===== src/rtl/fetch_unit.sv =====
// ---------------------------------------------------------------------------
// fetch_unit
//
// Instruction-fetch stage and IF/ID pipeline register. Owns the PC, reads
// 16-bit words from a combinational instruction memory, joins two-word
// instructions (opcode word + immediate word) and presents one complete
// instruction per valid cycle to the decode/control stage.
//
// Ports:
//   clk          system clock, all state updates on rising edge
//   reset        synchronous active-low reset
//   stall        hold all state (hazard logic)
//   redirect_en  flush IF/ID and load redirect_pc
//   redirect_pc  redirect target
//   imem_addr    instruction-memory address (= pc)
//   imem_data    instruction word at imem_addr (same-cycle read)
//   if_valid     IF/ID holds a real instruction
//   if_opcode    word[15:9], NOP_OP on bubbles
//   if_rdst      word[8:6]
//   if_rsrc      word[5:3]
//   if_imm       second word of two-word instructions, else 0
//   if_pc        address of the instruction's first word
//   halted       fetch is stopped after HLT
//
// State table:
//   state     | meaning
//   ----------+---------------------------------------------------------
//   FETCH     | pc points at the first word of the next instruction
//   FETCH_IMM | first word latched in pending regs, pc points at its imm
//   HALTED    | HLT issued, pc frozen, IF/ID held as bubble
// ---------------------------------------------------------------------------
module fetch_unit #(
    parameter int          ADDR_W   = 12,
    parameter logic [ADDR_W-1:0] RESET_PC = '0,
    parameter logic [6:0]  NOP_OP   = 7'b1101000,
    parameter logic [6:0]  HLT_OP   = 7'b1100001
) (
    input  logic              clk,
    input  logic              reset,
    input  logic              stall,
    input  logic              redirect_en,
    input  logic [ADDR_W-1:0] redirect_pc,
    output logic [ADDR_W-1:0] imem_addr,
    input  logic [15:0]       imem_data,
    output logic              if_valid,
    output logic [6:0]        if_opcode,
    output logic [2:0]        if_rdst,
    output logic [2:0]        if_rsrc,
    output logic [15:0]       if_imm,
    output logic [ADDR_W-1:0] if_pc,
    output logic              halted
);

    localparam logic [6:0] IADD_OP = 7'b0100000;
    localparam logic [6:0] LDM_OP  = 7'b0110101;
    localparam logic [6:0] LDD_OP  = 7'b0100010;

    typedef enum logic [1:0] {
        FETCH     = 2'd0,
        FETCH_IMM = 2'd1,
        HALTED    = 2'd2
    } state_t;

    state_t            state_q, state_d;
    logic [ADDR_W-1:0] pc_q, pc_d;

    // first word of a two-word instruction, waiting for its immediate
    logic [6:0]        pend_op_q, pend_op_d;
    logic [2:0]        pend_rdst_q, pend_rdst_d;
    logic [2:0]        pend_rsrc_q, pend_rsrc_d;
    logic [ADDR_W-1:0] pend_pc_q, pend_pc_d;

    // IF/ID register
    logic              valid_q, valid_d;
    logic [6:0]        op_q, op_d;
    logic [2:0]        rdst_q, rdst_d;
    logic [2:0]        rsrc_q, rsrc_d;
    logic [15:0]       imm_q, imm_d;
    logic [ADDR_W-1:0] ipc_q, ipc_d;

    logic [6:0]        word_op;
    logic [2:0]        word_rdst;
    logic [2:0]        word_rsrc;
    logic              word_two;
    logic [ADDR_W-1:0] pc_inc;
    logic              unused_word_bits;

    assign word_op   = imem_data[15:9];
    assign word_rdst = imem_data[8:6];
    assign word_rsrc = imem_data[5:3];
    assign word_two  = (word_op == IADD_OP) || (word_op == LDM_OP) ||
                       (word_op == LDD_OP);
    assign pc_inc    = pc_q + ADDR_W'(1);
    assign unused_word_bits = ^imem_data[2:0];

    always_ff @(posedge clk) begin
        if (!reset) begin
            state_q     <= FETCH;
            pc_q        <= RESET_PC;
            pend_op_q   <= '0;
            pend_rdst_q <= '0;
            pend_rsrc_q <= '0;
            pend_pc_q   <= '0;
            valid_q     <= 1'b0;
            op_q        <= NOP_OP;
            rdst_q      <= '0;
            rsrc_q      <= '0;
            imm_q       <= '0;
            ipc_q       <= '0;
        end else begin
            state_q     <= state_d;
            pc_q        <= pc_d;
            pend_op_q   <= pend_op_d;
            pend_rdst_q <= pend_rdst_d;
            pend_rsrc_q <= pend_rsrc_d;
            pend_pc_q   <= pend_pc_d;
            valid_q     <= valid_d;
            op_q        <= op_d;
            rdst_q      <= rdst_d;
            rsrc_q      <= rsrc_d;
            imm_q       <= imm_d;
            ipc_q       <= ipc_d;
        end
    end

    always_comb begin
        state_d     = state_q;
        pc_d        = pc_q;
        pend_op_d   = pend_op_q;
        pend_rdst_d = pend_rdst_q;
        pend_rsrc_d = pend_rsrc_q;
        pend_pc_d   = pend_pc_q;
        valid_d     = valid_q;
        op_d        = op_q;
        rdst_d      = rdst_q;
        rsrc_d      = rsrc_q;
        imm_d       = imm_q;
        ipc_d       = ipc_q;

        // redirect beats stall; it has no effect once halted
        if (redirect_en && (state_q != HALTED)) begin
            state_d = FETCH;
            pc_d    = redirect_pc;
            valid_d = 1'b0;
            op_d    = NOP_OP;
            rdst_d  = '0;
            rsrc_d  = '0;
            imm_d   = '0;
            ipc_d   = '0;
        end else if (!stall) begin
            case (state_q)
                FETCH: begin
                    pc_d = pc_inc;
                    if (word_two) begin
                        pend_op_d   = word_op;
                        pend_rdst_d = word_rdst;
                        pend_rsrc_d = word_rsrc;
                        pend_pc_d   = pc_q;
                        state_d     = FETCH_IMM;
                        valid_d     = 1'b0;
                        op_d        = NOP_OP;
                        rdst_d      = '0;
                        rsrc_d      = '0;
                        imm_d       = '0;
                        ipc_d       = '0;
                    end else begin
                        valid_d = 1'b1;
                        op_d    = word_op;
                        rdst_d  = word_rdst;
                        rsrc_d  = word_rsrc;
                        imm_d   = '0;
                        ipc_d   = pc_q;
                        if (word_op == HLT_OP) begin
                            state_d = HALTED;
                        end
                    end
                end
                FETCH_IMM: begin
                    pc_d    = pc_inc;
                    state_d = FETCH;
                    valid_d = 1'b1;
                    op_d    = pend_op_q;
                    rdst_d  = pend_rdst_q;
                    rsrc_d  = pend_rsrc_q;
                    imm_d   = imem_data;
                    ipc_d   = pend_pc_q;
                end
                HALTED: begin
                    valid_d = 1'b0;
                    op_d    = NOP_OP;
                    rdst_d  = '0;
                    rsrc_d  = '0;
                    imm_d   = '0;
                    ipc_d   = '0;
                end
                default: begin
                    state_d = FETCH;
                end
            endcase
        end
    end

    assign imem_addr = pc_q;
    assign if_valid  = valid_q;
    assign if_opcode = op_q;
    assign if_rdst   = rdst_q;
    assign if_rsrc   = rsrc_q;
    assign if_imm    = imm_q;
    assign if_pc     = ipc_q;
    assign halted    = (state_q == HALTED);

endmodule


===== config.mk =====
export PLATFORM = sky130hd
export DESIGN_NAME = fetch_unit
export DESIGN_NICKNAME = d
export VERILOG_FILES = /design/src/rtl/fetch_unit.sv
export SDC_FILE = /design/constraint.sdc
export NUM_CORES = 1
export LEC_CHECK = 0
export BUFFER_PORTS_ARGS = -buffer_cell sky130_fd_sc_hd__buf_2
export CELL_PAD_IN_SITES_DETAIL_PLACEMENT = 1
export CELL_PAD_IN_SITES_GLOBAL_PLACEMENT = 2
export CORE_MARGIN = 1.5
export CORE_UTILIZATION = 33
export CTS_CLUSTER_DIAMETER = 100
export DETAILED_ROUTE_END_ITERATION = 12
export MAX_ROUTING_LAYER = met4
export PLACE_DENSITY_LB_ADDON = 0.1
export SYNTH_ARGS = -nofsm -noshare
export SYNTH_HDL_FRONTEND = slang
export SYNTH_SLANG_ARGS = --single-unit

===== constraint.sdc =====
create_clock -name clk -period 4.2 [get_ports clk]
set_clock_uncertainty 0.05 [all_clocks]
set_input_delay 1.26 -clock clk [delete_from_list [all_inputs] [get_ports clk]]
set_output_delay 1.26 -clock clk [all_outputs]
set_load 0.005 [all_outputs]

# == Word level (Yosys, flattened, before mapping) ==
# Cells that the tools add are included.
# totals
register_bits,81
latch_bits,0
ram_bits,0
romBits,0
in_bits,32
elab_cells,58
mem_count,0
# classes
addsub,1
n_mul,0
n_div,0
n_lt_le_gt_ge,0
n_eq_ne,9
shifts,0
n_mux,17
n_bitwise,4
reduce_logical,15
# op_table
cell,n
$mux W12,4
$pmux W12 S3,1
$pmux W16 S2,1
$eq A7 B6 Y1 const B,3
$pmux W7 S3,1
$pmux W3 S3,2
$add A12 B1 Y12 const B,1
$eq A7 B7 Y1 const B,1
$mux W7,1
$mux W3,2
$reduce_and A2 Y1,3
$reduce_or A2 Y1,3
$mux W2,2
$not A1 Y1,4
$pmux W2 S2,1
$reduce_and A4 Y1,1
$reduce_bool A2 Y1,2
$ne A3 B3 Y1 const B,1
$pmux W1 S3,1
$reduce_and A3 Y1,1
$reduce_bool A3 Y1,1
$eq A2 B1 Y1 const B,1
$eq A2 B2 Y1 const B,1
$logic_not A2 Y1,1
other kinds (5),6

# == Longest topological paths before layout ==
# Gate-level depths: netlist (run 1).
# depth
depth_word,5
mapped_depth,8
depth_no_buf,6

# == Worst setup path after synthesis (run 1) ==
# OpenSTA, ideal clock, no wires.
# synth_path
path_type,in2reg
from,input imem_data[10]
to,register state_q[1]
setup_ps,86
t_arrival_ps,2193
required_time_ps,4064
path_slack_ps,1871
cell_stages,4
n_path_buf,0
path_cell_list,nor4b_2 -> nand4b_1 -> or3_1 -> a221oi_2
# synth_via
elab_chain_len,5
elab_cells_between_ends,10
cone_classes,5 x eq/ne; 2 x mux; 3 x reduce/logical
# synth_lines
item,line,text
start: declaration,44,"input logic [15:0] imem_data,"
$eq A7 B6 Y1,91,assign word_two = (word_op == IADD_OP) || (word_op == LDM_OP) ||
$logic_or A1 B1 Y1 (2 in series),91,
$ne A3 B3 Y1 (no line) or $mux W2 (tied branches),--,
$reduce_and A3 Y1 (no line) or $pmux W2 S2 (tied branches),--,
end signal: assignment,111,state_q <= state_d;
end: declaration,64,"state_t state_q, state_d;"
# Parallel ways exist; a longest one is shown, timed or not.
# A chain may end at the register's enable or synchronous reset.

# == Final worst setup path (run 1) ==
# layout_path
from,input redirect_en
to,register op_q[5] (netlist: if_opcode[5])
# layout_via
elab_chain_len,2
# layout_lines
item,line,text
start: declaration,41,"input logic redirect_en,"
$logic_and A1 B1 Y1,141,if (redirect_en && (state_q != HALTED)) begin
$reduce_or A2 Y1 (no line),--,
end signal: assignment,118,op_q <= op_d;
end: declaration,75,"logic [6:0] op_q, op_d;"
# No other way between the ends.

==> impl_metrics.py, run 1 <==
metrics = {
    "timing": {
        "fmax_mhz": 376,
        "post-route-period-util_pct": 63.3,
        "setup_viol": 0,
        "setup_tns_ns": 0,
        "tightest_slew_ns": 0.932,
        "min_period_ns": 2.66,
        "rsz0062_at_grt": "no",
        "hold_viol": 0,
        "maxSlewViolCount": 0,
        "max_slew_margin_pct": 37.6,
        "setup_slack_ns": 1.54,
    },
    "placed_design": {
        "dp_hpwl_um": 6560,
        "dp_slack_ns": 1.11,
        "port_buffers": 86,
        "place.gp.congestion": 0.711,
    },
    "layout": {
        "nets": 493,
        "area_growth_pct": 20.4,
        "n_antenna_cell": 0,
        "drive_above_1_share_pct": 27.5,
        "final_util_pct": 40.5,
    },
    "drt": {
        "wl_um": 10200,
        "ant_nets": 0,
        "avgRoutedWirePerCell_um": 17.1,
        "vias_per_cell": 5.31,
        "dr.pass1.iters": 5,
        "drc_errors": 0,
        "vias": 3169,
        "drt_iter0_markers": 128,
    },
    "global_route": {
        "overflow": 0,
        "use_met3_pct": 4.49,
        "use_met1_pct": 26.1,
        "grt.total_usage_pct": 19.7,
        "grt_pass1_vias": 3111,
        "grt_use_met2_pct": 29.9,
        "antenna_found_initial": 0,
        "grt_start_max_net_pins": 57,
        "grt-busiest-layer": "met2",
        "grt_first_pass_wirelength_um": 16600,
    },
    "die": {
        "io_pins": 87,
        "die_h_um": 105,
        "dieArea_um2": 11000,
        "start_util_pct": 33.6,
        "rows": 37,
        "fp.dieW_um": 105,
        "core-area_um2": 10200,
    },
    "worst_setup_path": {
        "critPathCaptureType": "register",
        "cp_data_arrival_time_ns": 2.86,
        "path_max_fanout": 44,
        "crit_type": "in2reg",
        "ff2ff_path_depth": 6,
        "startpoint_type": "input port",
        "worst_ep_required_time_ns": 4.40,
    },
    "clocking": {
        "numCtsBuffers": 9,
        "cts_hold_buf": 0,
        "cts_tree": "done",
        "clockRootBuffer": "clkbuf_8",
        "cts.sinks": 81,
        "cts_setup_buffers": 0,
        "clkTransAtPathRegs_ns": 0.09,
        "cts_resized": 0,
        "clk_latency_ns": 0.36,
        "clk_path_buf_depth": 2,
        "cts_max_level": 3,
    },
    "synthesis": {
        "syn_avg_cell_area_um2": 8.95,
        "synth.distinct_cells": 46,
        "netlist_instances": 384,
        "async_flop_share_pct": 0,
        "synth_fp_nets": 421,
        "ys_ff_latch": 81,
        "synth.yosys.seq_area_share_pct": 47.2,
        "synthFlopType": "dfxtp_1",
        "ys.warnings.count": 0,
        "synth-edff-count": 0,
        "synthesis.area_um2": 3440,
    },
    "hold_path": {
        "min_path_cells": 2,
        "hold_class": "reg2reg",
    },
    "power": {
        "p_leak_nw": 1.68,
        "irDropWorstVdd_v": 0.000153,
        "power_density_nw_per_um2": 372,
    },
    "flow_run": {
        "cap_violations": 0,
    },
    "outcome": {
        "status": "finished clean",
    },
}
[final timing paths]
| path | startpoint | to | slack [ns] |
|---|---|---|---|
| worst max-delay path | redirect_en | if_opcode[5]$_SDFFE_PP1P_ | 1.54 |
| worst max register to register | state_q[0]$_SDFFE_PP0P_ | if_opcode[5]$_SDFFE_PP1P_ | 1.68 |
| worst min-delay path | pend_pc_q[6]$_SDFFE_PN0P_ | pend_pc_q[6]$_SDFFE_PN0P_ | 0.40 |
| worst min register to register | pend_pc_q[6]$_SDFFE_PN0P_ | pend_pc_q[6]$_SDFFE_PN0P_ | 0.40 |
[cells in the mapped netlist, drive strengths merged, types with 2 or more instances]
master	number	area, um2
dfxtp	81	1620
nand3	64	320
a22oi	38	285
nand2	37	141
a21oi	36	180
buf	23	123
nor2	22	90.1
o21ai	13	68.8
xnor2	9	78.8
clkbuf	8	30.0
nor4	6	75.1
ha	5	62.6
inv	4	15.0
nand4	4	25.0
a21boi	3	22.5
nor3	3	31.3
a211oi	2	15.0
a221oi	2	23.8
and3	2	12.5
nor2b	2	12.5
o211a	2	20.0
o21a	2	15.0
o31ai	2	15.0
xor2	2	17.5
[metrics by stage]
step	total power [mW]	cell area, um2	hold WS (ns)	instances
floorplan	0.892	3440	0.379	384
global placement	0.952	3930	0.386	581
detailed placement	0.953	3930	0.395	581
CTS	1.56	4140	0.407	597
global route	1.61	4140	0.423	597
finish	1.54	4140	0.403	597
[flip-flops by register name, indices dropped and copies added, names as in the netlist]
register	count
if_imm	16
state_q	2
imem_addr	12
if_rsrc	3
pend_op_q	7
if_rdst	3
if_opcode	7
pend_rsrc_q	3
if_valid	1
pend_pc_q	12
if_pc	12
pend_rdst_q	3
[worst max-delay path, stage by stage]
cell and delay [ns]:
buf_2 0.10, nand2b_1 0.17, buf_4 0.30, nand2_2 0.56, a211o_1 0.44
[placed cells by master, fill, tap and decap left out, types with 5 or more instances in the layout]
master    count
a22oi_1      38
a21oi_1      36
dfxtp_1      81
buf_2        86
nand2_1      36
nand3_1      64
buf_4         6
xnor2_1       9
ha_1          5
clkbuf_8     11
o21ai_1       9
nor2_1       20
nor4_2        6
[cells by family after synthesis]
family / share of synthesized area [%]
fa+ha+maj: 1.82
flops: 47.2
simple gates: 22.7
buf+inv: 4.88
compound gates: 20.6
xor+xnor: 2.80
[where the power goes]
part / internal, mW / switching [mW] / total [mW]
Sequential: 0.784 / 0.0232 / 0.807
Clock: 0.308 / 0.298 / 0.605
Combinational: 0.0487 / 0.0765 / 0.125
[metal layers]
layer	share of wire, %	vias to the layer above
met2	44	83
met5	0	-
met3	4.7	11
li1	-	1538
met1	50	1537
met4	1.0	0
[final cells by class]
class | instances | area, um2
tap | 136 | 170
fill | 1235 | 6090
clock buffer | 12 | 155
clock inverter | 4 | 51.3
timing repair buffer | 92 | 475
inverter | 4 | 15.0
sequential | 81 | 1620
multi-input combinational | 268 | 1650
(Power assumes the default switching activity.)
==> run 2: changes to the inputs <==
--- a/config.mk
+++ b/config.mk
@@ -5,11 +5,12 @@
 export SDC_FILE = /design/constraint.sdc
 export NUM_CORES = 1
 export LEC_CHECK = 0
+export ABC_AREA = 1
 export BUFFER_PORTS_ARGS = -buffer_cell sky130_fd_sc_hd__buf_2
 export CELL_PAD_IN_SITES_DETAIL_PLACEMENT = 1
 export CELL_PAD_IN_SITES_GLOBAL_PLACEMENT = 2
 export CORE_MARGIN = 1.5
-export CORE_UTILIZATION = 33
+export CORE_UTILIZATION = 29
 export CTS_CLUSTER_DIAMETER = 100
 export DETAILED_ROUTE_END_ITERATION = 12
 export MAX_ROUTING_LAYER = met4
==> constraint.sdc (replaced) <==
create_clock -name clk -period 2.5 [get_ports clk]
set_clock_uncertainty 0.05 [all_clocks]
set_input_delay 0.75 -clock clk [delete_from_list [all_inputs] [get_ports clk]]
set_output_delay 0.75 -clock clk [all_outputs]
set_load 0.005 [all_outputs]
==> impl_metrics.py, run 2 <==
metrics = {
    "drt": {
        "drt_iter0_markers": 175,
        "ant_nets": 0,
        "vias": 3741,
        "vias_per_cell": 4.69,
        "dr.pass1.iters": 4,
        "avgRoutedWirePerCell_um": 14.6,
        "wl_um": 11600,
        "drc_errors": 0,
    },
    "clocking": {
        "cts_resized": 0,
        "cts.sinks": 81,
        "clkTransAtPathRegs_ns": 0.06,
        "clk_path_buf_depth": 2,
        "numCtsBuffers": 9,
        "clk_latency_ns": 0.34,
        "cts_hold_buf": 0,
        "cts_tree": "done",
        "cts_max_level": 3,
        "clockRootBuffer": "clkbuf_16",
        "cts_setup_buffers": 0,
    },
    "die": {
        "io_pins": 87,
        "start_util_pct": 29.8,
        "die_h_um": 117,
        "dieArea_um2": 13700,
        "core-area_um2": 12700,
        "fp.dieW_um": 117,
        "rows": 41,
    },
    "layout": {
        "mostFrequentLayoutCell": "nand2_1",
        "layout_common_cells": "nand2_1, buf_2, dfxtp_1, nor2_1, inv_1",
        "area_growth_pct": 23.2,
        "multi_input_area_um2": 1740,
        "largest_register_ffs": 16,
        "seqCellArea_um2": 1620,
        "n_antenna_cell": 0,
        "nFillCells": 1650,
        "drive_above_1_share_pct": 21.3,
        "nets": 657,
    },
    "synthesis": {
        "synth.most_common_cell": "nand2_1",
        "synth-edff-count": 0,
        "synth_fp_nets": 580,
        "synthFlopType": "dfxtp_1",
        "synth_area_leader_cell": "dfxtp_1",
        "synthTopCellsByArea": "dfxtp_1, nand2_1, a21oi_1",
        "synth_top_area_share_pct": 42.9,
        "synth.yosys.seq_area_share_pct": 42.9,
        "synthesis.area_um2": 3780,
        "ys.warnings.count": 0,
        "synth.distinct_cells": 29,
        "syn_avg_cell_area_um2": 6.96,
        "async_flop_share_pct": 0,
        "netlist_instances": 543,
        "synth_common_cells": "nand2_1, dfxtp_1, nor2_1",
        "ys_ff_latch": 81,
    },
    "worst_setup_path": {
        "startpoint_type": "register",
        "cp_data_arrival_time_ns": 2.21,
        "worst_ep_required_time_ns": 2.68,
        "rr_startpoint": "state_q[0]$_SDFFE_PP0P_",
        "crit_start": "state_q[0]$_SDFFE_PP0P_",
        "critPathCaptureType": "register",
        "rrSetupSlack_ns": 0.47,
        "crit_type": "reg2reg",
        "ff2ff_path_depth": 8,
        "path_max_fanout": 25,
        "r2r-end": "pend_pc_q[8]$_SDFFE_PN0P_",
        "timing.critical_path.to": "pend_pc_q[8]$_SDFFE_PN0P_",
    },
    "flow_run": {
        "cap_violations": 0,
    },
    "global_route": {
        "grt_pass1_vias": 3616,
        "grt_first_pass_wirelength_um": 18600,
        "overflow": 0,
        "antenna_found_initial": 0,
        "grt_start_max_net_pins": 59,
        "grt.total_usage_pct": 18.3,
    },
    "timing": {
        "tightest_slew_ns": 0.568,
        "max_slew_margin_pct": 62.1,
        "setup_viol": 0,
        "setup_tns_ns": 0,
        "min_period_ns": 2.03,
        "hold_viol": 0,
        "holdWs_ns": 0.402,
        "fmax_mhz": 493,
        "post-route-period-util_pct": 81.1,
        "rsz0062_at_grt": "no",
        "maxSlewViolCount": 0,
    },
    "power": {
        "power_density_nw_per_um2": 664,
        "irDropWorstVdd_v": 0.000394,
        "p_leak_nw": 2.21,
    },
    "hold_path": {
        "hold_class": "reg2reg",
    },
    "outcome": {
        "status": "finished clean",
    },
    "placed_design": {
        "port_buffers": 86,
        "place.gp.congestion": 0.793,
        "dp_hpwl_um": 8130,
    },
}
[run 2: per-layer routing]
layer	GRT usage [%]	part of all wire (%)	up-vias
li1	-	-	1894
met1	23.1	49	1766
met2	30.0	47	70
met3	2.52	3.0	11
met4	6.51	1.3	0
met5	-	0	-
[run 2: cell families (layout without fill, tap and decap cells)]
| logic type | count (synthesis) | in the layout | synth area share [%] |
|---|---|---|---|
| adders and majority gates | 5 | 5 | 1.66 |
| and+or+nand+nor | 241 | 241 | 27.0 |
| buffers and inverters | 95 | 177 | 11.1 |
| xor gates and xnor gates | 1 | 1 | 0.232 |
| DFF | 81 | 81 | 42.9 |
| AOI/OAI and AO/OA | 120 | 120 | 17.1 |
[run 2: how the worst min path moves through the flow]
stage / startpoint / to / slack [ns] / cells after the start
6_report: pend_pc_q[8]$_SDFFE_PN0P_ / pend_pc_q[8]$_SDFFE_PN0P_ / 0.40 / 2
5_1_grt: if_imm[6]$_SDFFE_PP0P_ / if_imm[6]$_SDFFE_PP0P_ / 0.43 / 2
3_5_place_dp: pend_pc_q[8]$_SDFFE_PN0P_ / pend_pc_q[8]$_SDFFE_PN0P_ / 0.40 / 2
4_1_cts: pend_pc_q[8]$_SDFFE_PN0P_ / pend_pc_q[8]$_SDFFE_PN0P_ / 0.41 / 2
2_1_floorplan: pend_pc_q[6]$_SDFFE_PN0P_ / pend_pc_q[6]$_SDFFE_PN0P_ / 0.37 / 2
3_3_place_gp: pend_pc_q[8]$_SDFFE_PN0P_ / pend_pc_q[8]$_SDFFE_PN0P_ / 0.39 / 2
[run 2: through the flow]
step	instance area [um2]	setup slack (ns)	power, mW	instances	utilization, %
2_1_floorplan	3780	0.792	1.55	543	-
3_3_place_gp	4340	0.326	1.68	781	34.2
3_5_place_dp	4340	0.273	1.69	781	34.2
4_1_cts	4660	0.410	3.14	797	36.7
5_1_grt	4660	0.264	3.22	797	36.7
6_report	4660	0.472	3.09	797	36.7
[run 2: cell type report]
| type | instances | area share, % |
|---|---|---|
| multi-input cells | 367 | 37.4 |
| flip-flops and latches | 81 | 34.8 |
| repair buffers | 95 | 11.0 |
| inverters | 66 | 5.32 |
| clock buffers | 10 | 4.92 |
| well taps | 172 | 4.62 |
| clock inverters | 6 | 1.93 |
[run 2: worst max-delay path: stages (launching register included)]
cell,delay (ns)
dfxtp_1,0.33
inv_1,0.10
ha_1,0.26
inv_1,0.08
nand2_2,0.27
nand4_4,0.34
buf_12,0.28
o21ai_0,0.16
a21oi_1,0.05
[run 2: report_power, final]
group	leakage, nW	switching (mW)	internal (mW)
sequential	0.658	0.0434	1.33
combinational	1.40	0.178	0.102
clock	0.153	0.561	0.881
==> run 3: changes to the inputs <==
--- a/config.mk
+++ b/config.mk
@@ -10,7 +10,7 @@
 export CELL_PAD_IN_SITES_DETAIL_PLACEMENT = 1
 export CELL_PAD_IN_SITES_GLOBAL_PLACEMENT = 2
 export CORE_MARGIN = 1.5
-export CORE_UTILIZATION = 29
+export CORE_UTILIZATION = 26
 export CTS_CLUSTER_DIAMETER = 100
 export DETAILED_ROUTE_END_ITERATION = 12
 export MAX_ROUTING_LAYER = met4
==> constraint.sdc (replaced) <==
create_clock -name clk -period 1.7 [get_ports clk]
set_clock_uncertainty 0.05 [all_clocks]
set_input_delay 0.51 -clock clk [delete_from_list [all_inputs] [get_ports clk]]
set_output_delay 0.51 -clock clk [all_outputs]
set_load 0.005 [all_outputs]
==> impl_metrics.py, run 3 (synthesis gave the netlist of run 2 again) <==
metrics = {
    "drt": {
        "wl_um": 12100,
        "ant_nets": 0,
        "dr.pass1.iters": 4,
        "vias": 3812,
        "drt_iter0_markers": 117,
        "drc_errors": 0,
        "vias_per_cell": 4.59,
        "avgRoutedWirePerCell_um": 14.6,
    },
    "timing": {
        "setup_viol": 0,
        "setup_tns_ns": 0,
        "hold_viol": 0,
        "max_slew_margin_pct": 78.9,
        "post-route-period-util_pct": 93.9,
        "min_period_ns": 1.60,
        "rsz0062_at_grt": "yes",
        "maxSlewViolCount": 0,
        "holdWs_ns": 0.387,
        "fmax_mhz": 627,
        "tightest_slew_ns": 0.316,
    },
    "layout": {
        "drive_above_1_share_pct": 25.2,
        "fin_cells": 830,
        "area_growth_pct": 30.4,
        "nets": 684,
        "n_antenna_cell": 0,
        "layout_common_cells": "nand2_1, buf_2, dfxtp_1, nor2_1",
        "largest_register_ffs": 16,
        "mostFrequentLayoutCell": "nand2_1",
    },
    "power": {
        "power_density_nw_per_um2": 874,
        "irDropWorstVdd_v": 0.000402,
        "p_total_mw": 4.31,
        "p_leak_nw": 2.34,
    },
    "clocking": {
        "cts_hold_buf": 0,
        "cts.sinks": 81,
        "clk_latency_ns": 0.34,
        "clk_path_buf_depth": 2,
        "cts_tree": "done",
        "clockRootBuffer": "clkbuf_16",
        "cts_max_level": 3,
        "numCtsBuffers": 9,
        "clkTransAtPathRegs_ns": 0.06,
    },
    "die": {
        "io_pins": 87,
        "fp.dieW_um": 124,
        "core-area_um2": 14000,
        "rows": 43,
        "die_h_um": 124,
        "dieArea_um2": 15300,
        "start_util_pct": 26.9,
    },
    "worst_setup_path": {
        "crit_type": "reg2out",
        "path_max_fanout": 5,
        "critPathCaptureType": "output pin",
        "startpoint_type": "register",
        "worst_ep_required_time_ns": 1.14,
        "cp_data_arrival_time_ns": 1.04,
    },
    "global_route": {
        "grt_first_pass_wirelength_um": 19800,
        "grt_pass1_vias": 3855,
        "overflow": 0,
        "grt.total_usage_pct": 17.4,
        "antenna_found_initial": 0,
        "grt_start_max_net_pins": 59,
    },
    "flow_run": {
        "cap_violations": 0,
    },
    "placed_design": {
        "place.gp.congestion": 0.788,
        "placed_cells": 816,
        "port_buffers": 86,
        "dp_hpwl_um": 8700,
    },
    "outcome": {
        "status": "finished clean",
    },
    "hold_path": {
        "hold_class": "in2reg",
    },
}
run 3: per-stage QoR:
| stage | setup slack [ns] | area [um2] | utilization [%] |
|---|---|---|---|
| floorplan | 0.137 | 3780 | - |
| global placement | -0.0763 | 4610 | 32.8 |
| detailed placement | -0.120 | 4610 | 32.8 |
| CTS | -0.00622 | 4900 | 34.9 |
| global route | 0.00688 | 4930 | 35.1 |
| finish | 0.104 | 4930 | 35.1 |
run 3: cell type report:
cell class	instances	area [um2]
Clock buffer	14	264
Fill cell	1763	9120
Inverter	66	253
Multi-Input combinational cell	367	1780
Sequential cell	81	1630
Tap cell	180	225
Timing Repair Buffer	122	782
run 3: metal layers:
layer  global-route usage (%)  routed length, um
met5                        -                  0
met4                     4.31                107
met3                     3.55                426
met2                     29.0               5800
met1                     21.5               5770
run 3: critical path: stages (launching register included):
cell     delay [ns]
dfxtp_2        0.35
inv_4          0.06
ha_4           0.17
buf_6          0.11
run 3: power breakdown:
| part | switching [mW] | total, mW | internal, mW | leakage, nW |
|---|---|---|---|---|
| sequential | 0.0497 | 2.00 | 1.95 | 0.660 |
| combinational | 0.292 | 0.496 | 0.204 | 1.55 |
| clock | 0.754 | 1.81 | 1.06 | 0.129 |
| total | 1.09 | 4.31 | 3.21 | 2.34 |
run 3: worst paths after layout:
path | start | end | slack, ns | cells past startpoint
worst max-delay path | state_q[0]$_SDFFE_PP0P_ | halted | 0.10 | 3
worst min-delay path | redirect_pc[2] | imem_addr[2]$_SDFFE_PN0P_ | 0.39 | 3
worst max register to register | state_q[1]$_SDFFE_PP0P_ | pend_pc_q[8]$_SDFFE_PN0P_ | 0.12 | 8
worst min register to register | pend_pc_q[6]$_SDFFE_PN0P_ | pend_pc_q[6]$_SDFFE_PN0P_ | 0.40 | 2
run 3: what timing repair did:
action,4_1_cts,5_1_grt
endpoints found under the setup margin,39,41
gates cloned,0,0
setup buffers,1,0
resized for setup,7,14
pin swaps,0,1
